[config.mk]
export PLATFORM = sky130hd
export DESIGN_NAME = mesh_term_tx_flat
export DESIGN_NICKNAME = d
export VERILOG_FILES = /design/src/rtl/mesh_term_tx_pkg.sv /design/src/rtl/mesh_term_tx_if.sv /design/src/rtl/mesh_term_tx_fifo.sv /design/src/rtl/mesh_term_tx.sv /design/src/flat_wrapper.sv
export SDC_FILE = /design/constraint.sdc
export NUM_CORES = 1
export LEC_CHECK = 0
export BUFFER_PORTS_ARGS = -buffer_cell sky130_fd_sc_hd__buf_4
export CORE_UTILIZATION = 35
export CTS_CLUSTER_DIAMETER = 60
export DETAILED_ROUTE_END_ITERATION = 8
export GPL_TIMING_DRIVEN = 1
export PLACE_DENSITY_LB_ADDON = 0.1
export SLEW_MARGIN = 20
export SYNTH_ARGS = -nofsm -noshare
export SYNTH_HDL_FRONTEND = slang
export SYNTH_SLANG_ARGS = --single-unit
[constraint.sdc]
create_clock -name clk -period 3.1 [get_ports clk]
set_input_delay 0.31 -clock clk [delete_from_list [all_inputs] [get_ports clk]]
set_output_delay 0.31 -clock clk [all_outputs]
set_load 0.02 [all_outputs]
[src/rtl/mesh_term_tx_pkg.sv]
// Shared definitions for the mesh terminal transmitter slice.
//   - Default mesh geometry and queue depth.
//   - Packet field offsets/widths for the default packet size.
//   - mesh_pkt_t: packed packet layout {next-jump, dest, mode, payload}.
//   - BCAST: broadcast address that replaces {row,col}.
//   - dest_field(): selects the destination byte for a host request.
package mesh_term_tx_pkg;

  localparam int unsigned ROWS_DEF       = 4;
  localparam int unsigned COLUMS_DEF     = 4;
  localparam int unsigned FIFO_DEPTH_DEF = 4;

  localparam int unsigned PCKG_SZ   = 40;
  localparam int unsigned NXT_MSB   = PCKG_SZ - 1;
  localparam int unsigned DST_MSB   = PCKG_SZ - 9;
  localparam int unsigned MODE_BIT  = PCKG_SZ - 17;
  localparam int unsigned PAYLOAD_W = PCKG_SZ - 17;
  localparam int unsigned SEQ_W     = 8;

  localparam logic [7:0] BCAST = 8'hFF;

  typedef struct packed {
    logic [7:0]           nxt;      // next-jump, filled in by the router
    logic [7:0]           dst;      // {row,col} or broadcast address
    logic                 mode;     // 0 row-first, 1 column-first
    logic [PAYLOAD_W-1:0] payload;
  } mesh_pkt_t;

  function automatic logic [7:0] dest_field(input logic       bcast,
                                            input logic [3:0] row,
                                            input logic [3:0] col,
                                            input logic [7:0] bc_addr);
    return bcast ? bc_addr : {row, col};
  endfunction

endpackage

[src/rtl/mesh_term_tx_if.sv]
// Host/mesh bundle for one terminal transmitter.
//   master: host + router side (drives wr_* requests and popin, observes status/head)
//   slave : transmitter side (drives full/count/pndng_i_in/data_out_i_in/err_*)
//   wr_en, wr_row[3:0], wr_col[3:0], wr_bcast, wr_mode, wr_payload[pckg_sz-18:0] : push request
//   full, count, pndng_i_in, data_out_i_in[pckg_sz-1:0], popin                   : queue/mesh side
//   err_ovf, err_udf                                                              : sticky errors
interface mesh_term_tx_if
  import mesh_term_tx_pkg::*;
#(
  parameter int unsigned pckg_sz    = PCKG_SZ,
  parameter int unsigned fifo_depth = FIFO_DEPTH_DEF
);
  localparam int unsigned CountW = $clog2(fifo_depth + 1);

  logic               wr_en;
  logic [3:0]         wr_row;
  logic [3:0]         wr_col;
  logic               wr_bcast;
  logic               wr_mode;
  logic [pckg_sz-18:0] wr_payload;
  logic               full;
  logic [CountW-1:0]  count;
  logic               pndng_i_in;
  logic [pckg_sz-1:0] data_out_i_in;
  logic               popin;
  logic               err_ovf;
  logic               err_udf;

  modport master (
    output wr_en, wr_row, wr_col, wr_bcast, wr_mode, wr_payload, popin,
    input  full, count, pndng_i_in, data_out_i_in, err_ovf, err_udf
  );

  modport slave (
    input  wr_en, wr_row, wr_col, wr_bcast, wr_mode, wr_payload, popin,
    output full, count, pndng_i_in, data_out_i_in, err_ovf, err_udf
  );

endinterface

[src/rtl/mesh_term_tx_fifo.sv]
// Generic circular-buffer queue of Depth entries (any Depth >= 2).
//   clk, reset : clock, asynchronous active-high reset (clears pointers and count)
//   push/wdata : enqueue; honoured when not full, or when full and popping this cycle
//   pop        : dequeue head; ignored while empty
//   head       : current head entry, 0 while empty
//   count/full/empty : decodes of registered occupancy only
module mesh_term_tx_fifo #(
  parameter  int unsigned Width  = 8,
  parameter  int unsigned Depth  = 4,
  localparam int unsigned CountW = $clog2(Depth + 1),
  localparam int unsigned PtrW   = $clog2(Depth)
) (
  input  logic              clk,
  input  logic              reset,
  input  logic              push,
  input  logic              pop,
  input  logic [Width-1:0]  wdata,
  output logic [Width-1:0]  head,
  output logic [CountW-1:0] count,
  output logic              full,
  output logic              empty
);

  logic [Width-1:0]  mem_q [Depth];
  logic [PtrW-1:0]   wr_ptr_q, wr_ptr_d;
  logic [PtrW-1:0]   rd_ptr_q, rd_ptr_d;
  logic [CountW-1:0] count_q, count_d;
  logic              push_ok, pop_ok;

  assign full    = (count_q == CountW'(Depth));
  assign empty   = (count_q == '0);
  assign pop_ok  = pop & ~empty;
  // A full queue can still accept when the head leaves in the same cycle.
  assign push_ok = push & (~full | pop_ok);

  always_comb begin
    wr_ptr_d = wr_ptr_q;
    rd_ptr_d = rd_ptr_q;
    count_d  = count_q;
    if (push_ok) begin
      wr_ptr_d = (wr_ptr_q == PtrW'(Depth - 1)) ? '0 : wr_ptr_q + PtrW'(1);
    end
    if (pop_ok) begin
      rd_ptr_d = (rd_ptr_q == PtrW'(Depth - 1)) ? '0 : rd_ptr_q + PtrW'(1);
    end
    case ({push_ok, pop_ok})
      2'b10:   count_d = count_q + CountW'(1);
      2'b01:   count_d = count_q - CountW'(1);
      default: count_d = count_q;
    endcase
  end

  always_ff @(posedge clk or posedge reset) begin
    if (reset) begin
      wr_ptr_q <= '0;
      rd_ptr_q <= '0;
      count_q  <= '0;
    end else begin
      wr_ptr_q <= wr_ptr_d;
      rd_ptr_q <= rd_ptr_d;
      count_q  <= count_d;
    end
  end

  // Storage needs no reset: entries are only visible through count_q.
  always_ff @(posedge clk) begin
    if (push_ok) begin
      mem_q[wr_ptr_q] <= wdata;
    end
  end

  assign head  = empty ? '0 : mem_q[rd_ptr_q];
  assign count = count_q;

endmodule

[src/rtl/mesh_term_tx.sv]
// Terminal-side transmitter for one mesh port.
// Builds a packet from a host push request, queues it, and offers the head to the router.
//   clk   : clock, rising edge
//   reset : asynchronous active-high reset; discards all queued packets
//   bus   : mesh_term_tx_if.slave (host push request, router pop, status, sticky errors)
// Optional feature: define MESH_TX_SEQ_EN to stamp the low 8 payload bits with an 8-bit
// sequence number that advances on every accepted push (dropped pushes do not advance it).
module mesh_term_tx
  import mesh_term_tx_pkg::*;
#(
  parameter int unsigned ROWS       = ROWS_DEF,
  parameter int unsigned COLUMS     = COLUMS_DEF,
  parameter int unsigned pckg_sz    = PCKG_SZ,
  parameter int unsigned fifo_depth = FIFO_DEPTH_DEF,
  parameter logic [7:0]  bdcst      = BCAST
) (
  input logic          clk,
  input logic          reset,
  mesh_term_tx_if.slave bus
);

  localparam int unsigned CountW = $clog2(fifo_depth + 1);

  mesh_pkt_t         wr_pkt;
  mesh_pkt_t         head_pkt;
  logic [CountW-1:0] fifo_count;
  logic              fifo_full;
  logic              fifo_empty;
  logic              err_ovf_q, err_ovf_d;
  logic              err_udf_q, err_udf_d;

`ifdef MESH_TX_SEQ_EN
  logic [SEQ_W-1:0] seq_q, seq_d;
  logic             push_acc;

  assign push_acc = bus.wr_en & (~fifo_full | bus.popin);
  assign seq_d    = push_acc ? seq_q + SEQ_W'(1) : seq_q;

  always_ff @(posedge clk or posedge reset) begin
    if (reset) begin
      seq_q <= '0;
    end else begin
      seq_q <= seq_d;
    end
  end
`endif

  always_comb begin
    wr_pkt         = '0;
    wr_pkt.nxt     = 8'h00;
    wr_pkt.dst     = dest_field(bus.wr_bcast, bus.wr_row, bus.wr_col, bdcst);
    wr_pkt.mode    = bus.wr_mode;
    wr_pkt.payload = bus.wr_payload;
`ifdef MESH_TX_SEQ_EN
    wr_pkt.payload[SEQ_W-1:0] = seq_q;
`endif
  end

  mesh_term_tx_fifo #(
    .Width ($bits(mesh_pkt_t)),
    .Depth (fifo_depth)
  ) u_fifo (
    .clk   (clk),
    .reset (reset),
    .push  (bus.wr_en),
    .pop   (bus.popin),
    .wdata (wr_pkt),
    .head  (head_pkt),
    .count (fifo_count),
    .full  (fifo_full),
    .empty (fifo_empty)
  );

  // Overflow only when nothing leaves to make room; underflow on any pop of an empty queue.
  always_comb begin
    err_ovf_d = err_ovf_q | (bus.wr_en & fifo_full & ~bus.popin);
    err_udf_d = err_udf_q | (bus.popin & fifo_empty);
  end

  always_ff @(posedge clk or posedge reset) begin
    if (reset) begin
      err_ovf_q <= 1'b0;
      err_udf_q <= 1'b0;
    end else begin
      err_ovf_q <= err_ovf_d;
      err_udf_q <= err_udf_d;
    end
  end

  assign bus.full          = fifo_full;
  assign bus.count         = fifo_count;
  assign bus.pndng_i_in    = ~fifo_empty;
  assign bus.data_out_i_in = head_pkt;
  assign bus.err_ovf       = err_ovf_q;
  assign bus.err_udf       = err_udf_q;

  // Out-of-mesh destinations are still queued; this only flags them in simulation.
  dest_range_a: assert property (@(posedge clk) disable iff (reset)
      (bus.wr_en && !bus.wr_bcast) |->
      (32'(bus.wr_row) < ROWS && 32'(bus.wr_col) < COLUMS))
    else $warning("mesh_term_tx: destination outside mesh");

endmodule

[src/flat_wrapper.sv]
// flat-port wrapper written by rule: the top's interface ports become plain ports
module mesh_term_tx_flat import mesh_term_tx_pkg::*;
#(
  parameter int unsigned ROWS       = ROWS_DEF,
  parameter int unsigned COLUMS     = COLUMS_DEF,
  parameter int unsigned pckg_sz    = PCKG_SZ,
  parameter int unsigned fifo_depth = FIFO_DEPTH_DEF,
  parameter logic [7:0]  bdcst      = BCAST
)
  (clk, reset, bus_wr_en, bus_wr_row, bus_wr_col, bus_wr_bcast, bus_wr_mode, bus_wr_payload, bus_popin, bus_full, bus_count, bus_pndng_i_in, bus_data_out_i_in, bus_err_ovf, bus_err_udf);
  mesh_term_tx_if #(.pckg_sz(pckg_sz), .fifo_depth(fifo_depth)) bus_i ();
  input logic clk;
  input logic reset;
  input wire logic [$bits(bus_i.wr_en)-1:0] bus_wr_en;
  input wire logic [$bits(bus_i.wr_row)-1:0] bus_wr_row;
  input wire logic [$bits(bus_i.wr_col)-1:0] bus_wr_col;
  input wire logic [$bits(bus_i.wr_bcast)-1:0] bus_wr_bcast;
  input wire logic [$bits(bus_i.wr_mode)-1:0] bus_wr_mode;
  input wire logic [$bits(bus_i.wr_payload)-1:0] bus_wr_payload;
  input wire logic [$bits(bus_i.popin)-1:0] bus_popin;
  output wire logic [$bits(bus_i.full)-1:0] bus_full;
  output wire logic [$bits(bus_i.count)-1:0] bus_count;
  output wire logic [$bits(bus_i.pndng_i_in)-1:0] bus_pndng_i_in;
  output wire logic [$bits(bus_i.data_out_i_in)-1:0] bus_data_out_i_in;
  output wire logic [$bits(bus_i.err_ovf)-1:0] bus_err_ovf;
  output wire logic [$bits(bus_i.err_udf)-1:0] bus_err_udf;
  assign bus_i.wr_en = bus_wr_en;
  assign bus_i.wr_row = bus_wr_row;
  assign bus_i.wr_col = bus_wr_col;
  assign bus_i.wr_bcast = bus_wr_bcast;
  assign bus_i.wr_mode = bus_wr_mode;
  assign bus_i.wr_payload = bus_wr_payload;
  assign bus_i.popin = bus_popin;
  assign bus_full = bus_i.full;
  assign bus_count = bus_i.count;
  assign bus_pndng_i_in = bus_i.pndng_i_in;
  assign bus_data_out_i_in = bus_i.data_out_i_in;
  assign bus_err_ovf = bus_i.err_ovf;
  assign bus_err_udf = bus_i.err_udf;
  mesh_term_tx #(.ROWS(ROWS), .COLUMS(COLUMS), .pckg_sz(pckg_sz), .fifo_depth(fifo_depth), .bdcst(bdcst)) u_core (.clk(clk), .reset(reset), .bus(bus_i));
endmodule
## Word-level counts from Yosys, hierarchy flattened

Memory sizes are Yosys's and may differ from the RTL's.
Index checks and enable logic that the tools add are counted.

- Output and inout bits: 47
- Memories kept: 1
- Input port bits: 37
- Word-level logic and storage cells: 35
- Register bits: 9
- Bits in writable memories: 128

- Add/sub/neg operators: 4
- Multiplexer cells: 7
- Eq/ne operators: 5
- Reductions and logical operators: 2
- Bitwise operators: 11

Memory list:

| name | depth | width | rd ports | clocked after Yosys merged registers in | write ports | RTL line | source |
|---|---|---|---|---|---|---|---|
| u_core.u_fifo.mem_q | 4 | 32 | 1 | 0 | 1 | mesh_term_tx_fifo.sv:24 | `logic [Width-1:0] mem_q [Depth];` |

Operators by type and width:

| kind | number |
|---|---|
| $mux 40 | 1 |
| $mux 8 | 1 |
| $eq 2x2->1 const B | 3 |
| $pmux 3 s2 | 1 |
| $and 1x1->1 | 5 |
| $add 2x1->2 const B | 2 |
| $mux 2 | 2 |
| $add 3x1->3 const B | 1 |
| $eq 3x3->1 const B | 1 |
| $logic_not 3->1 | 1 |
| $not 1->1 | 3 |
| $or 1x1->1 | 3 |
| $sub 3x1->3 const B | 1 |
| $eq 2x1->1 const B | 1 |
| $mux 1 | 2 |
| $reduce_bool 2->1 | 1 |

## Longest topological paths before layout

- Depth in word-level cells: 7
- Gate-level depth with buffers: 9

## Modules after synthesis

Synthesis repeated with hierarchy kept, for this count alone.

- Cell total of the unflattened synthesis: 327
- Area total of the unflattened synthesis: 6715.2 µm²

Modules (own cells, without submodules):

| module | cells an instance | times used | area an instance (µm²) |
|---|---|---|---|
| mesh_term_tx_fifo | 311 | 1 | 6585.1 |
| mesh_term_tx | 16 | 1 | 130.1 |

## Worst setup path before layout

Ideal clock, no wire load.

- Path type: register to register
- Start point: register u_core.u_fifo.count_q[2], in the netlist u_core.u_fifo.count[2]
- End point: memory u_core.u_fifo.mem_q[3][0] (netlist bit) (enable)
- Data required time: 2708 ps
- Setup slack: 802 ps
- Arrival time: 1906 ps
- Path buffers: 0
- Stages on the path, launching flop included: 4
- Path through: dfrtp_1 -> nor3b_2 -> a21boi_1 -> and2_1

- Elaborated cells on any way between the ends: 9
- Classes of those cells: eq/ne (1); mux (2); bitwise (5); reduce/logical (1)

RTL lines:

| element | RTL line | source |
|---|---|---|
| start, declared | mesh_term_tx_fifo.sv:27 | `logic [CountW-1:0] count_q, count_d;` |
| start signal, assigned | mesh_term_tx_fifo.sv:61 | `count_q <= count_d;` |
| $eq 3x3->1 | mesh_term_tx_fifo.sv:30 | `assign full = (count_q == CountW'(Depth));` |
| named net bus_full | flat_wrapper.sv:21 | `output wire logic [$bits(bus_i.full)-1:0] bus_full;` |
| $not 1->1 | mesh_term_tx_fifo.sv:34 | `assign push_ok = push & (~full \| pop_ok);` |
| $or 1x1->1 | mesh_term_tx_fifo.sv:34 |  |
| $and 1x1->1 | mesh_term_tx_fifo.sv:34 |  |
| $mux 1 | mesh_term_tx_fifo.sv:67 | `if (push_ok) begin` |
| $mux 1 (implied by the code) | mesh_term_tx_fifo.sv:68 | `mem_q[wr_ptr_q] <= wdata;` |
| end, declared | mesh_term_tx_fifo.sv:24 |  |

The timed path passes the listed nets, and every way through them passes these cells.

## Final worst setup path

- Start point: register u_core.u_fifo.rd_ptr_q[0]
- End point: output bus_data_out_i_in[8]

- Longest elaborated chain between the ends: 2

Ends and longest elaborated chain:

| element | RTL line | source |
|---|---|---|
| start, declared | mesh_term_tx_fifo.sv:26 | `logic [PtrW-1:0] rd_ptr_q, rd_ptr_d;` |
| start signal, assigned | mesh_term_tx_fifo.sv:60 | `rd_ptr_q <= rd_ptr_d;` |
| $mem_v2 4x32 | n/a |  |
| $mux 40 | mesh_term_tx_fifo.sv:72 | `assign head = empty ? '0 : mem_q[rd_ptr_q];` |
| end, declared | flat_wrapper.sv:24 | `output wire logic [$bits(bus_i.data_out_i_in)-1:0] bus_data_out_i_in;` |

No other way between the ends.

==> impl_metrics.tcl <==
set metrics [dict create \
    track_usage_pct 13.9 \
    grt_max_degree 34 \
    cp.required_ps 2790 \
    relSlewSlack_pct 58.9 \
    die_y_um 127 \
    rows 45 \
    cp-end-kind "output pin" \
    synthTopCellsByCount "edfxtp_1 (128), and2_1 (36), mux4_2 (28)" \
    period_minus_slack_ps 2630 \
    worst_pin_slew_ps 616 \
    arrival_ps 2320 \
    dr_total_vias 2638 \
    cts_buffers 17 \
    n_fill_cell 1338 \
    overflow 0 \
    cts_tree "done" \
    io_buffers 75 \
    design.core.area_sq_mm 0.0153 \
    powerDensity_mw_per_mm2 1050 \
    drive_gt1_share_pct 43.8 \
    hold_viol 0 \
    synth_seq_cells 137 \
    worst_hold_path_type "in2reg" \
    ys_seq_area_share_pct 73.8 \
    wl_um 10200 \
    wl_per_cell_um 17.4 \
    pin_count 84 \
    cp_max_fo 17 \
    vdd.ir_drop.worst_uv 483 \
    gp_routability_congestion 0.622 \
    final_cell_area_sq_mm 0.00697 \
    cts-resized-gates 0 \
    synth_top_area_cell "edfxtp_1" \
    grt_pass1_vias 2890 \
    seq_area_sq_mm 0.00407 \
    path_class "reg2out" \
    placed_cell_area_sq_mm 0.00634 \
    grt_setup_unrepaired "false" \
    cts_sinks 137 \
    clockBufferDepth 2 \
    synth_most_common_cell "edfxtp_1" \
    root_buffer "clkbuf_16" \
    fin_crit_sh_pct 84.8 \
    leakage_nw 2.50 \
    setup_viol 0 \
    synthArstFlopShare_pct 6.57 \
    post_cts_buffers 0 \
    yosysTopAreaCellShare_pct 69.7 \
    grt_antenna_before_repair 0 \
    ys_warn_count 0 \
    fin_nets 403 \
    avgSynthCellArea_sq_um 20.7 \
    die_w_um 127 \
    startpoint_type "flip-flop" \
    dr.pass1.iters 4 \
    grt_pass1_wl_um 16000 \
    multi_input_area_sq_mm 0.00128 \
    clk_pin_slew_ps 50 \
    antenna_cells 0 \
    synth_edf_count 128 \
    areaGrowthSynthToFinish_pct 26.4 \
    start_util_pct 36.1 \
    h-tree-depth 4 \
    tns_ps 0 \
    ant_nets 0 \
    timing.fmax_mhz 381 \
    slew_viol_final 0 \
    via_per_inst 4.52 \
    maxCapViolCount 0 \
    yosysUniqueCellTypes 25 \
    synth_area_sq_mm 0.00551 \
    drt_iter0_drc 124 \
    status "finished, final reports clean" \
    clock_skew_ps 7.78 \
    clk_latency_ps 410 \
    die_area_sq_mm 0.0163 \
    netlist_instances 266 \
    hpwlAfterDp_um 6280 \
    synthTopCellsByArea "edfxtp_1 (70%), mux4_2 (11%), and2_1 (4.1%), dfrtp_1 (4.1%), mux4_1 (1.9%)" \
    route.detailed.drc 0 \
    synth_flop_cell "edfxtp_1" \
]
sequential cells by signal, indices dropped and copies added (netlist names):
name	count
u_core.bus.err_ovf	1
u_core.bus.err_udf	1
u_core.u_fifo.count	3
u_core.u_fifo.mem_q	128
u_core.u_fifo.rd_ptr_q	2
u_core.u_fifo.wr_ptr_q	2
cells in the final DEF (no fill, tap or decap), drive strengths merged:
| cell type | n |
|---|---|
| a21boi | 1 |
| a21o | 1 |
| a31o | 1 |
| and2 | 36 |
| buf | 85 |
| bufinv | 3 |
| clkbuf | 24 |
| clkinv | 4 |
| clkinvlp | 1 |
| conb | 8 |
| dfrtp | 9 |
| dlygate4sd3 | 1 |
| edfxtp | 128 |
| fa | 1 |
| ha | 6 |
| inv | 9 |
| mux2 | 4 |
| mux2i | 1 |
| mux4 | 32 |
| nor2 | 4 |
| nor3 | 1 |
| nor3b | 1 |
| or2 | 8 |
| xnor2 | 1 |
| xor2 | 2 |
where the power goes:
group	internal, mW	total, mW	leakage (nW)	switching [mW]
Sequential	2.44	2.66	1.26	0.218
Clock	1.37	2.06	0.306	0.698
Combinational	1.28	2.57	0.932	1.30
timing repair:
action                                 4_1_cts  5_1_grt
hold buffers                                 1        0
setup endpoints to repair                    0        0
endpoints found under the hold margin        9        0
metrics by stage:
| step | std cells | hold WS [ps] | total power [mW] | util (%) | worst slack [ps] |
|---|---|---|---|---|---|
| after global routing | 583 | 81.4 | 7.68 | 45.6 | 285 |
| after floorplan | 273 | 138 | 4.35 | - | 802 |
| after CTS | 583 | 71.9 | 7.44 | 45.6 | 363 |
| after global placement | 550 | 306 | 5.34 | 41.5 | 842 |
| after detailed placement | 550 | 318 | 5.35 | 41.5 | 819 |
| final | 583 | 98.0 | 7.30 | 45.6 | 472 |
layer usage:
| metal | part of all wire (%) | global-route usage, % |
|---|---|---|
| met1 | 43 | 16.3 |
| met2 | 51 | 23.1 |
| met3 | 4.3 | 4.48 |
| met4 | 2.0 | 6.51 |
| met5 | 0 | 0 |
worst max-delay path, stage by stage (launching register included):
cell     delay, ps
dfrtp_2        760
buf_4          310
mux4_2         510
and2_1         170
buf_4          150
final cells by class:
| type | instances | share of cell area, % |
|---|---|---|
| timing repair buffer | 86 | 10.0 |
| clock inverter | 8 | 1.69 |
| clock buffer | 24 | 7.20 |
| multi-input combinational | 108 | 18.4 |
| sequential | 137 | 58.5 |
| inverter | 9 | 0.485 |
| tap | 211 | 3.79 |
cell families (layout without fill, tap and decap cells):
logic type                 Yosys count  count (layout)  synth area share, %
xor gates and xnor gates             3               3                0.477
and+or+nand+nor                     50              50                 5.58
muxes                               37              37                 14.3
buffers and inverters               28             127                 3.54
other                                1               8               0.0680
AOI/OAI and AO/OA                    3               3                0.431
adders and majority gates            7               7                 1.73
DFF                                137             137                 73.8
worst paths after layout:
path | end | start | cells after the start | slack (ps)
max reg2reg | u_core.u_fifo.count[2] | u_core.u_fifo.count[0] | 9 | 930
min reg2reg | u_core.bus.err_udf | u_core.bus.err_udf | 1 | 470
max | bus_data_out_i_in[8] | u_core.u_fifo.rd_ptr_q[0] | 4 | 470
min in group asynchronous | u_core.bus.err_ovf | reset | 3 | 430
min | u_core.u_fifo.mem_q[3][6] | bus_wr_payload[6] | 1 | 100
max in group asynchronous | u_core.u_fifo.rd_ptr_q[0] | reset | 3 | 2380
Power figures use the tool's default switching activity.
